[src/rtl/i2s_pkg.sv]
// rtl/i2s_pkg.sv - shared I2S frame constants and types
// Purpose: frame geometry and slot type shared by the I2S transmitter and receiver.
// Ports: none (package).
package i2s_pkg;

  localparam int SAMPLE_W        = 16;
  localparam int SLOTS_PER_FRAME = 64;
  localparam int SLOTS_PER_CH    = 32;
  localparam int SLOT_W          = $clog2(SLOTS_PER_FRAME);

  typedef logic [SLOT_W-1:0] slot_t;

  localparam slot_t SLOT_LAST = slot_t'(SLOTS_PER_FRAME - 1);

endpackage

[src/rtl/i2s_clk_gen.sv]
// rtl/i2s_clk_gen.sv - I2S bit clock, word select and slot counter generator
// Purpose: divides clk_in into BCLK, counts 64 slots per frame on BCLK falling
//          edges and drives LRCLK so it only moves on those falling edges.
// Ports:
//   clk_in        system clock, all logic on its rising edge
//   rst_in        asynchronous active-low reset
//   bclk_out      bit clock
//   lrclk_out     word select, low for slots 0..31, high for 32..63
//   slot_out      current slot number
//   slot_next_out slot number entered at the next BCLK falling edge
//   bclk_fall_out high in the clk_in cycle whose rising edge drops BCLK
module i2s_clk_gen
  import i2s_pkg::*;
#(
  parameter int BCLK_HALF = 12
) (
  input  logic  clk_in,
  input  logic  rst_in,
  output logic  bclk_out,
  output logic  lrclk_out,
  output slot_t slot_out,
  output slot_t slot_next_out,
  output logic  bclk_fall_out
);

  localparam logic [7:0] DIV_LAST = 8'(BCLK_HALF - 1);

  logic [7:0] div_q, div_d;
  logic       bclk_q, bclk_d;
  logic       lrclk_q, lrclk_d;
  slot_t      slot_q, slot_d;
  slot_t      slot_next;
  logic       div_wrap;
  logic       bclk_fall;

  always_ff @(posedge clk_in or negedge rst_in) begin
    if (!rst_in) begin
      div_q   <= '0;
      bclk_q  <= 1'b0;
      lrclk_q <= 1'b0;
      // Parked on the last slot so the first falling edge opens slot 0.
      slot_q  <= SLOT_LAST;
    end else begin
      div_q   <= div_d;
      bclk_q  <= bclk_d;
      lrclk_q <= lrclk_d;
      slot_q  <= slot_d;
    end
  end

  always_comb begin
    div_wrap  = (div_q == DIV_LAST);
    div_d     = div_wrap ? 8'd0 : div_q + 8'd1;
    bclk_d    = div_wrap ? ~bclk_q : bclk_q;
    bclk_fall = div_wrap & bclk_q;
    slot_next = slot_q + slot_t'(1);
    slot_d    = bclk_fall ? slot_next : slot_q;
    // Upper half of the frame is the right channel; MSB of the slot says which.
    lrclk_d   = bclk_fall ? slot_next[SLOT_W-1] : lrclk_q;
  end

  assign bclk_out      = bclk_q;
  assign lrclk_out     = lrclk_q;
  assign slot_out      = slot_q;
  assign slot_next_out = slot_next;
  assign bclk_fall_out = bclk_fall;

endmodule

[src/rtl/i2s_transmitter.sv]
// rtl/i2s_transmitter.sv - Philips I2S stereo transmitter
// Purpose: buffers one pending stereo pair, commits it at each frame start and
//          serialises it MSB first with a one-bit delay after each LRCLK edge.
// Ports:
//   clk_in           system clock
//   rst_in           asynchronous active-low reset
//   left_sample_in   left sample (LRCLK low)
//   right_sample_in  right sample (LRCLK high)
//   new_sample_in    one-cycle pulse qualifying both samples
//   i2s_bclk_out     bit clock
//   i2s_lrclk_out    word select
//   i2s_data_out     serial data
//   frame_start_out  pulse when a frame's samples are committed
//   underrun_out     pulse when a frame repeats stale samples
//   overrun_out      pulse when a pending pair is overwritten
module i2s_transmitter #(
  parameter int BCLK_HALF = 12,
  parameter int SAMPLE_W  = i2s_pkg::SAMPLE_W
) (
  input  logic                clk_in,
  input  logic                rst_in,
  input  logic [SAMPLE_W-1:0] left_sample_in,
  input  logic [SAMPLE_W-1:0] right_sample_in,
  input  logic                new_sample_in,
  output logic                i2s_bclk_out,
  output logic                i2s_lrclk_out,
  output logic                i2s_data_out,
  output logic                frame_start_out,
  output logic                underrun_out,
  output logic                overrun_out
);

  import i2s_pkg::*;

  localparam slot_t L_FIRST = slot_t'(1);
  localparam slot_t L_LAST  = slot_t'(SAMPLE_W);
  localparam slot_t R_LOAD  = slot_t'(SLOTS_PER_CH);
  localparam slot_t R_FIRST = slot_t'(SLOTS_PER_CH + 1);
  localparam slot_t R_LAST  = slot_t'(SLOTS_PER_CH + SAMPLE_W);

  slot_t slot, slot_next;
  logic  bclk_fall;
  logic  commit;
  logic  in_data_slot;

  logic [SAMPLE_W-1:0] pend_l_q, pend_l_d;
  logic [SAMPLE_W-1:0] pend_r_q, pend_r_d;
  logic                pend_valid_q, pend_valid_d;
  logic [SAMPLE_W-1:0] act_l_q, act_l_d;
  logic [SAMPLE_W-1:0] act_r_q, act_r_d;
  logic [SAMPLE_W-1:0] shift_q, shift_d;
  logic                data_q, data_d;
  logic                frame_start_q, frame_start_d;
  logic                underrun_q, underrun_d;

  i2s_clk_gen #(
    .BCLK_HALF(BCLK_HALF)
  ) u_clk_gen (
    .clk_in       (clk_in),
    .rst_in       (rst_in),
    .bclk_out     (i2s_bclk_out),
    .lrclk_out    (i2s_lrclk_out),
    .slot_out     (slot),
    .slot_next_out(slot_next),
    .bclk_fall_out(bclk_fall)
  );

  always_ff @(posedge clk_in or negedge rst_in) begin
    if (!rst_in) begin
      pend_l_q      <= '0;
      pend_r_q      <= '0;
      pend_valid_q  <= 1'b0;
      act_l_q       <= '0;
      act_r_q       <= '0;
      shift_q       <= '0;
      data_q        <= 1'b0;
      frame_start_q <= 1'b0;
      underrun_q    <= 1'b0;
    end else begin
      pend_l_q      <= pend_l_d;
      pend_r_q      <= pend_r_d;
      pend_valid_q  <= pend_valid_d;
      act_l_q       <= act_l_d;
      act_r_q       <= act_r_d;
      shift_q       <= shift_d;
      data_q        <= data_d;
      frame_start_q <= frame_start_d;
      underrun_q    <= underrun_d;
    end
  end

  always_comb begin
    pend_l_d     = pend_l_q;
    pend_r_d     = pend_r_q;
    pend_valid_d = pend_valid_q;
    act_l_d      = act_l_q;
    act_r_d      = act_r_q;
    shift_d      = shift_q;
    data_d       = data_q;

    commit       = bclk_fall & (slot == SLOT_LAST);
    in_data_slot = ((slot_next >= L_FIRST) && (slot_next <= L_LAST)) ||
                   ((slot_next >= R_FIRST) && (slot_next <= R_LAST));

    // Commit consumes the pending pair as it stood before this cycle, so a
    // pair arriving in the commit cycle waits for the next frame.
    if (commit) begin
      if (pend_valid_q) begin
        act_l_d = pend_l_q;
        act_r_d = pend_r_q;
      end
      pend_valid_d = 1'b0;
    end

    if (new_sample_in) begin
      pend_l_d     = left_sample_in;
      pend_r_d     = right_sample_in;
      pend_valid_d = 1'b1;
    end

    frame_start_d = commit;
    underrun_d    = commit & ~pend_valid_q;
    overrun_out   = new_sample_in & pend_valid_q & ~commit;

    if (bclk_fall) begin
      data_d = 1'b0;
      if (commit) begin
        shift_d = act_l_d;
      end else if (slot_next == R_LOAD) begin
        shift_d = act_r_q;
      end else if (in_data_slot) begin
        data_d  = shift_q[SAMPLE_W-1];
        shift_d = {shift_q[SAMPLE_W-2:0], 1'b0};
      end
    end
  end

  assign i2s_data_out    = data_q;
  assign frame_start_out = frame_start_q;
  assign underrun_out    = underrun_q;

endmodule

[config.mk]
export PLATFORM = sky130hd
export DESIGN_NAME = i2s_transmitter
export DESIGN_NICKNAME = d
export VERILOG_FILES = /design/src/rtl/i2s_pkg.sv /design/src/rtl/i2s_clk_gen.sv /design/src/rtl/i2s_transmitter.sv
export SDC_FILE = /design/constraint.sdc
export NUM_CORES = 1
export LEC_CHECK = 0
export CAP_MARGIN = 5
export CORE_ASPECT_RATIO = 0.75
export CORE_MARGIN = 2
export CORE_UTILIZATION = 30
export DETAILED_ROUTE_END_ITERATION = 12
export PLACE_DENSITY = 0.53
export REMOVE_ABC_BUFFERS = 1
export SETUP_SLACK_MARGIN = 0.2
export SLEW_MARGIN = 40
export SYNTH_ARGS = -nofsm -noshare
export SYNTH_HDL_FRONTEND = slang
export SYNTH_SLANG_ARGS = --single-unit
export TNS_END_PERCENT = 20
[constraint.sdc]
create_clock -name clk_in -period 3.7 [get_ports clk_in]
set_clock_uncertainty 0.2 [all_clocks]
set_input_delay 0.555 -clock clk_in [delete_from_list [all_inputs] [get_ports clk_in]]
set_output_delay 0.555 -clock clk_in [all_outputs]
set_load 0.01 [all_outputs]
==> results_dict.tcl, run 1 <==
set metrics [dict create \
    status "completed" \
    ys_top_cells_by_area "dfrtp_1 52%, mux2_2 12%, mux2_4 10%, mux2i_1 3.6%, dfstp_2 3.5%" \
    post-synth-top-area-cell "dfrtp_1" \
    die-width_um 145 \
    totalPowerFinal_mw 2.35 \
    clk-insertion-delay-late_ns 0.34 \
    place_inst 547 \
    postSynthRegisterBits 100 \
    clock.fmax_ghz 0.301 \
    yosysSeqAreaShare 0.557 \
    worstPathBufferInverterCount 1 \
    mostFrequentLayoutCell "dfrtp_1" \
    ys_async_sr_fraction 1.00 \
    routedWlPerCell_um 15.2 \
    post_layout_nonfiller_instances 563 \
    list_of_cells_traversed_by_the_critical_path "ha_1 -> nor4b_4 -> nand4_1 -> or2_1 -> and3_1 -> clkdlybuf4s50_1" \
    ys.flop_type "dfrtp_1" \
    gate_family_responsible_for_the_most_delay_along_the_worst_path "simple AND/OR/NAND/NOR gates" \
    hp-class "input port to async pin" \
    ir_drop_mv 0.250 \
    drt_pass1_iterations 6 \
    vias_per_cell 4.58 \
    synthCells 321 \
    hold_violations 0 \
    synthDominantCellAreaShare 0.522 \
    cts_hold_repair.buffers 0 \
    n_antenna_cell 0 \
    grt_setup_unrepaired "no" \
    post-route-min-period_ns 3.32 \
    cts.repair_timing.setup_buffer_count 0 \
    fp.coreArea_um2 14500 \
    buffer_type_at_the_clock_tree_root "clkbuf_16" \
    post_synth.cell_area_avg_um2 14.0 \
    start_util 0.310 \
    tns_ns 0 \
    via_count 2580 \
    tritoncts "done" \
    slowest_stage "clkdlybuf4s50_1" \
    synth_enable_flop_cells 0 \
    synthesis.area_um2 4500 \
    number_of_cell_instances_on_the_worst_register_to_register_path 6 \
    power_density_nw_per_um2 434 \
    finish.utilization 0.372 \
    drtIter0Drc 147 \
    cts.clk_slew.worst_paths_ns 0.07 \
    route.detailed.drc 0 \
    design.die.area_um2 16000 \
    yosysUniqueCellTypes 43 \
    finalInstanceArea_um2 5420 \
    setup.worst_path.start_class "register" \
    top_ports 41 \
    yosys-mux-area-fraction 0.258 \
    crit_required_ns 2.94 \
    final_critical_path_setup_slack_ns 0.376 \
    pre_cts_ws_ns 0.748 \
    critical_path_class "register to output port" \
    layout_cell_share_with_drive_strength_beyond_1 0.306 \
    io_buffers 40 \
    fin_nets 396 \
    placed_cell_area_um2 5070 \
    leakage_nw 2.49 \
    grt_first_pass_wirelength_um 14600 \
    setup_violations 0 \
    yosys.area_share.xor_xnor 0.0253 \
    worstPathArrival_ns 2.57 \
    cp-end-kind "output port" \
    synth.yosys.warnings 0 \
    antenna_left 0 \
    die_height_um 110 \
    report.final.slew_viol_count 0 \
    row_count 38 \
    layout.cells.most_common_list "94 x dfrtp_1, 47 x mux2_2, 38 x clkdlybuf4s50_1" \
    synthesized_area_fraction_occupied_by_ao_oa_aoi_and_oai_cells 0.0658 \
    detailedPlacementHpwl_um 5610 \
    area_overhead_vs_synth_pct 20.2 \
    finalWeightedCongestion 0.823 \
    worst_path_largest_cell_delay_ns 0.47 \
    synth_simple_gate_area_frac 0.0544 \
    timing.max_cap.violations 0 \
    synth_top_family_by_area "multiplexers" \
    grt_antenna_before_repair 0 \
    tritoncts.num_buffers 9 \
    final.hold.worst_slack_ns 0.0377 \
    min_period_over_period 0.898 \
    drt-total-wl_um 8580 \
    worstSetupPathDepth 6 \
    cts_resized 0 \
    grt_max_degree 53 \
    grt_pass1_vias 2768 \
    cp_max_fo 6 \
    globalRoute.totalOverflow 0 \
    grt_util_all_layers 0.117 \
    clock_tree.htree_level_count 3 \
    maxSlewHeadroom 0.563 \
    cts_sinks 100 \
    post_synth_fa_ha_maj_area_fraction 0.00833 \
    clockBufferDepth 2 \
    tightest_slew_ns 0.656 \
]
[sequential cells by signal, indices dropped and copies added (netlist names)]
signal	cells
pend_l_q	16
u_clk_gen.lrclk_out	1
u_clk_gen.slot_out	6
act_r_q	16
pend_valid_q	1
i2s_data_out	1
u_clk_gen.bclk_out	1
u_clk_gen.div_q	8
pend_r_q	16
shift_q	16
frame_start_out	1
underrun_out	1
act_l_q	16
[final cells by class]
cell class / count / area (µm²)
Clock buffer: 9 / 225
Clock inverter: 7 / 125
Fill cell: 1414 / 9130
Inverter: 5 / 18.8
Multi-Input combinational cell: 197 / 1860
Sequential cell: 100 / 2510
Tap cell: 200 / 250
Timing Repair Buffer: 45 / 430
[Yosys cell counts (6+ instances only)]
master / count
dfrtp_1: 94
nand3_1: 6
dfstp_2: 6
mux2_4: 30
mux2_2: 47
a22oi_1: 15
nor2_1: 6
o21ai_1: 16
nand2_1: 10
xnor2_1: 10
mux2i_1: 16
[final timing paths]
check                                    from                     to  slack, ns
max                        u_clk_gen.div_q[0]            overrun_out       0.38
min                                    rst_in           pend_r_q[14]       0.04
max reg2reg                u_clk_gen.div_q[0]            act_r_q[15]       0.96
min reg2reg                u_clk_gen.div_q[0]     u_clk_gen.div_q[0]       0.28
max in group asynchronous              rst_in  u_clk_gen.slot_out[5]       2.39
min in group clk_in        u_clk_gen.div_q[0]     u_clk_gen.div_q[0]       0.28
[report_power, final]
group / switching [mW] / internal, mW
registers: 0.0241 / 1.13
logic: 0.0477 / 0.0776
clock network: 0.407 / 0.665
total: 0.479 / 1.87
[metal layers]
layer | up-vias | share of wire | track usage
li1 | 1230 | - | -
met1 | 1307 | 0.51 | 0.160
met2 | 33 | 0.45 | 0.183
met3 | 10 | 0.022 | 0.0267
met4 | 0 | 0.014 | 0.0455
met5 | - | 0 | 0
[kinds of logic after synthesis]
family / Yosys count
xor gates and xnor gates: 13
muxes: 95
DFF: 100
buffers and inverters: 24
adders and majority gates: 3
AOI/OAI and AO/OA: 45
and+or+nand+nor: 41
Note: power is estimated with default switching activity, not from simulation.
==> run 2: changes to the inputs <==
--- a/config.mk
+++ b/config.mk
@@ -9,12 +9,14 @@
 export CORE_ASPECT_RATIO = 0.75
 export CORE_MARGIN = 2
 export CORE_UTILIZATION = 30
+export CTS_BUF_LIST = sky130_fd_sc_hd__clkbuf_8
 export DETAILED_ROUTE_END_ITERATION = 12
 export PLACE_DENSITY = 0.53
 export REMOVE_ABC_BUFFERS = 1
 export SETUP_SLACK_MARGIN = 0.2
-export SLEW_MARGIN = 40
+export SLEW_MARGIN = 10
 export SYNTH_ARGS = -nofsm -noshare
 export SYNTH_HDL_FRONTEND = slang
+export SYNTH_HIERARCHICAL = 1
 export SYNTH_SLANG_ARGS = --single-unit
 export TNS_END_PERCENT = 20
==> run 2 against run 1 <==
Maximum frequency increased by 7.5%. First-iteration DRC count decreased by 48%. Setup slack improved by 0.23 ns. Sequential share of layout area up 0.10 points. Critical path depth rose by 1. Cell area is 0.12% lower. Non-clock buffer count increased by 8. Combinational power barely moved. Synthesized area increased by 1.3%. Global-route usage grew 0.38 points. Clock-buffer cell count grew 4. Largest cell class unchanged. Largest power group unchanged.
==> results_dict.tcl, run 2 <==
set metrics [dict create \
    status "completed" \
    groute.layer.met2.usage 0.177 \
    layout.cells.most_common_list "92 x dfrtp_1, 83 x mux2_2, 37 x clkdlybuf4s50_1" \
    report.final.slew_viol_count 0 \
    routedWlPerCell_um 15.4 \
    drt-total-wl_um 9250 \
    row_count 39 \
    timing.max_cap.violations 0 \
    final_critical_path_setup_slack_ns 0.609 \
    met3_usage 0.0292 \
    pre_cts_ws_ns 0.513 \
    post-synth-top-area-cell "dfrtp_1" \
    grt_util_all_layers 0.121 \
    tightest_slew_ns 0.828 \
    die-width_um 146 \
    clock.fmax_ghz 0.323 \
    setup.worst_path.start_class "register" \
    clock_tree.htree_level_count 3 \
    grt_max_usage_layer "met1" \
    via_count 2830 \
    synth_enable_flop_cells 0 \
    min_period_over_period 0.836 \
    detailedPlacementHpwl_um 6340 \
    route.detailed.drc 0 \
    critical_path_class "register to output port" \
    finish.utilization 0.360 \
    ys_async_sr_fraction 1.00 \
    cts_sinks 100 \
    cts_hold_repair.buffers 0 \
    start_util 0.304 \
    top_ports 41 \
    netlist_top_cells_count "94 x dfrtp_1, 83 x mux2_2, 20 x nand3_1" \
    synthesis.area_um2 4560 \
    layout_cell_share_with_drive_strength_beyond_1 0.355 \
    synthDominantCellAreaShare 0.515 \
    buffer_type_at_the_clock_tree_root "clkbuf_8" \
    maxSlewHeadroom 0.448 \
    cp_max_fo 4 \
    clk-insertion-delay-late_ns 0.36 \
    post-synth-top-count-cell "dfrtp_1" \
    clockBufferDepth 2 \
    worstPathArrival_ns 2.34 \
    globalRoute.totalOverflow 0 \
    yosysUniqueCellTypes 42 \
    leakage_nw 2.37 \
    finalWeightedCongestion 0.734 \
    hp-class "input port to async pin" \
    fin_nets 426 \
    synth.yosys.warnings 6 \
    drtIter0Drc 76 \
    io_buffers 40 \
    fp.coreArea_um2 15000 \
    ys.flop_type "dfrtp_1" \
    tritoncts "done" \
    postSynthRegisterBits 100 \
    mostFrequentLayoutCell "dfrtp_1" \
    grt_max_degree 65 \
    grt_first_pass_wirelength_um 15600 \
    hold_violations 0 \
    power_density_nw_per_um2 362 \
    cp-end-kind "output port" \
    setup_violations 0 \
    antenna_left 0 \
    ys_top_cells_by_area "dfrtp_1 52%, mux2_2 20%, dfstp_2 3.5%, mux2_4 3.0%, a31oi_1 2.3%" \
    grt_setup_unrepaired "no" \
    cts.clk_slew.worst_paths_ns 0.09 \
    design.die.area_um2 16200 \
    tritoncts.num_buffers 9 \
    number_of_cell_instances_on_the_worst_register_to_register_path 10 \
    tns_ns 0 \
    area_overhead_vs_synth_pct 18.5 \
    n_antenna_cell 0 \
    post_synth.cell_area_avg_um2 13.2 \
    post-route-min-period_ns 3.09 \
    crit_required_ns 2.94 \
    grt_antenna_before_repair 0 \
    drt_pass1_iterations 4 \
    grt_pass1_vias 2947 \
    yosysSeqAreaShare 0.550 \
    ir_drop_mv 0.150 \
    vias_per_cell 4.72 \
    die_height_um 111 \
    groute.layer.met1.usage 0.177 \
    synthCells 346 \
]
[run 2: cell count changes after synthesis, moves of 16 or more]
cell / change
o21ai_1: -16
mux2_4: -21
a31oi_1: +17
mux2_2: +36
[run 2: per-stage QoR]
step	power, mW	area [µm²]	hold WS, ns	cells
6_report	1.96	5410	0.0807	599
5_1_grt	2.05	5410	0.143	599
4_1_cts	1.99	5400	0.113	598
3_5_place_dp	1.30	5190	0.275	581
3_3_place_gp	1.30	5190	0.267	581
2_1_floorplan	1.22	4460	0.0594	325
[run 2: cells by family (layout without fill, tap and decap cells)]
kind of cell / Yosys count / count (layout) / share of synthesized area
AOI/OAI and AO/OA: 42 / 42 / 0.0559
xor gates and xnor gates: 14 / 14 / 0.0285
adders and majority gates: 2 / 2 / 0.00548
buffers and inverters: 24 / 72 / 0.0255
DFF: 100 / 100 / 0.550
muxes: 98 / 98 / 0.249
and+or+nand+nor: 66 / 66 / 0.0861
[run 2: cell type report]
class | instances | area, µm²
sequential | 100 | 2510
timing repair buffer | 53 | 493
fill | 1507 | 9620
multi-input combinational | 222 | 1940
clock inverter | 3 | 18.8
clock buffer | 13 | 179
tap | 205 | 256
inverter | 3 | 11.3
[run 2: worst paths after layout]
| path | from | to | slack (ns) |
|---|---|---|---|
| worst max-delay path | u_clk_gen/div_q[6] | overrun_out | 0.61 |
| worst min-delay path | rst_in | pend_r_q[6] | 0.08 |
| worst max register to register | u_clk_gen/div_q[6] | act_r_q[6] | 0.78 |
| worst min register to register | shift_q[5] | shift_q[5] | 0.30 |
| max in group asynchronous | rst_in | u_clk_gen/slot_out[4] | 2.42 |
| min in group clk_in | shift_q[5] | shift_q[5] | 0.30 |
[run 2: repair_timing]
item                                    in CTS  in global routing
pin swaps                                    1                  1
endpoints found under the setup margin       1                  1
setup buffers                                1                  1
cloned                                       0                  0
gates resized for setup                      2                  2
[run 2: per-layer routing]
layer / routed length [µm] / vias up / part of all wire
li1: - / 1340 / -
met1: 4840 / 1425 / 0.52
met2: 3880 / 59 / 0.42
met3: 448 / 6 / 0.048
met4: 76 / 0 / 0.0082
met5: 0 / - / 0
[run 2: power by group]
part           internal [mW]  total (mW)  switching [mW]
Combinational         0.0767       0.127          0.0500
Sequential              1.13        1.15          0.0235
Clock                  0.318       0.681           0.363
Total                   1.52        1.96           0.437
[run 2: worst max-delay path, cell delays in order, from the launching register on]
cell and delay, ns:
dfrtp_2 0.45, nor4_4 0.29, and4b_4 0.27, and2_2 0.20, nand3_2 0.08, or2_2 0.31, and3_1 0.20, dlymetal6s2s_1 0.17
==> RTL change: new RTL, config.mk and constraints of run 1 <==
`shift_q` no longer has a reset.
--- a/src/rtl/i2s_transmitter.sv
+++ b/src/rtl/i2s_transmitter.sv
@@ -72,7 +72,6 @@
       pend_valid_q  <= 1'b0;
       act_l_q       <= '0;
       act_r_q       <= '0;
-      shift_q       <= '0;
       data_q        <= 1'b0;
       frame_start_q <= 1'b0;
       underrun_q    <= 1'b0;
@@ -82,11 +81,14 @@
       pend_valid_q  <= pend_valid_d;
       act_l_q       <= act_l_d;
       act_r_q       <= act_r_d;
-      shift_q       <= shift_d;
       data_q        <= data_d;
       frame_start_q <= frame_start_d;
       underrun_q    <= underrun_d;
     end
+  end
+
+  always_ff @(posedge clk_in) begin
+    shift_q <= shift_d;
   end
 
   always_comb begin
Formal check against the unedited RTL: same outputs for any inputs over 10 cycles, from zero or initial values and one cycle with rst_in low; that may be too few to reach the edited logic, so the function may still have changed.
==> RTL change against run 1 <==
  * Routed wire length increased by 11%
  * Area after synthesis increased by 5.9%
  * Final cell count grew 5.9%
  * Sequential cell count unchanged
  * Worst setup slack lost 0.0053 ns
  * Maximum frequency shrank 0.16%
  * Critical path depth stayed put
  * Power shrank 6.4%
  * Final area grew 4.1%
  * Highest routed layer unchanged
  * Sequential share of layout area shrank 0.40 points
  * Critical endpoint unchanged
  * Largest cell class unchanged
==> RTL change: results (changes against run 1) <==
metric,value,unit,change
gr-usage-met2,17.6,%,-0.76 points
dpl_worst_slack,0.741,ns,-0.00685 ns
pwr.group.combinational,0.000116,W,-7%
tightest_slew,0.671,ns,+0.0147 ns
dr.first_iter.drc_count,220,,+50%
globalRouteTotalUtil,12.1,%,+0.37 points
met3_usage,3.43,%,+0.75 points
cts-root-to-sink-buffers,2,,unchanged
power.static_leakage,2.36,nW,-5.0%
synth_seq_area_share,54.3,%,-1.4 points
use_met1,17.4,%,+1.4 points
fin_util,36.7,%,-0.55 points
netlist-cell-type-count,39,,-9.3%
antenna_found_initial,1,,+1
synth-edff-count,16,,+16
run_status,finished clean,,
gp_routability_congestion,0.755,,-8.2%
total_via_count_in_the_routed_design,2941,,+14%
largest_net_degree_at_the_start_of_global_routing,85,,+60%
wl_per_cell,15.9,um,+4.5%
hpwlAfterDp,6.30,mm,+12%
viasPerCell,4.93,,+7.7%
final_layout_size_suffix_gt1_share,24.6,%,-6.0 points
worst_setup_path_startpoint,u_clk_gen.slot_out[0],,
grt_pass1_vias,3054,,+10%
finalNetCount,424,,+7.1%
switching_power_total,0.000483,W,+0.69%
setup.reg_to_reg.worst_slack,0.70,ns,-0.26 ns
power_clock,0.000910,W,-15%
RTL change: through the flow:
stage	power (W)	area, um2	hold WS (ns)
3_5_place_dp	0.00132	5350	0.278
4_1_cts	0.00224	5640	0.0917
6_report	0.00220	5640	0.0492
3_3_place_gp	0.00131	5340	0.259
5_1_grt	0.00230	5640	0.108
2_1_floorplan	0.00123	4620	0.0594
RTL change: metal layers:
metal	wire length, um	part of all wire (%)	vias up
met2	4110	43	49
met4	116	1.2	0
met5	0	0	-
met1	4930	52	1485
li1	-	-	1396
met3	338	3.6	11
RTL change: cells by family (layout without fill, tap and decap cells):
group	count (synthesis)	after routing	synth area share, %
compound gates	38	38	5.09
mux	96	96	24.2
simple gates	74	74	9.83
flops	100	100	54.3
xor+xnor	13	13	2.39
buf+inv	35	67	3.44
fa+ha+maj	3	3	0.787
RTL change: cell type report:
cell class,count,area [um2]
well taps,205,256
repair buffers,47,469
clock buffers,11,254
clock inverters,5,36.3
flip-flops and latches,100,2590
fillers,1502,9730
inverters,4,15.0
multi-input cells,224,2020
RTL change: worst max-delay path, cell delays in order, from the launching register on:
cell and delay (ns):
sky130_fd_sc_hd__dfstp_2 0.62, sky130_fd_sc_hd__ha_1 0.19, sky130_fd_sc_hd__and2_1 0.19, sky130_fd_sc_hd__nand4_1 0.23, sky130_fd_sc_hd__nand2b_1 0.29, sky130_fd_sc_hd__and3_1 0.22, sky130_fd_sc_hd__clkdlybuf4s50_1 0.48
RTL change: worst max-delay path by stage:
stage / slack, ns / cells past startpoint / to
detailed placement: 0.74 / 6 / act_r_q[15]
CTS: 0.37 / 6 / overrun_out
floorplan: 0.17 / 5 / shift_q[0]
global route: 0.21 / 6 / overrun_out
finish: 0.37 / 6 / overrun_out
global placement: 0.81 / 7 / shift_q[3]
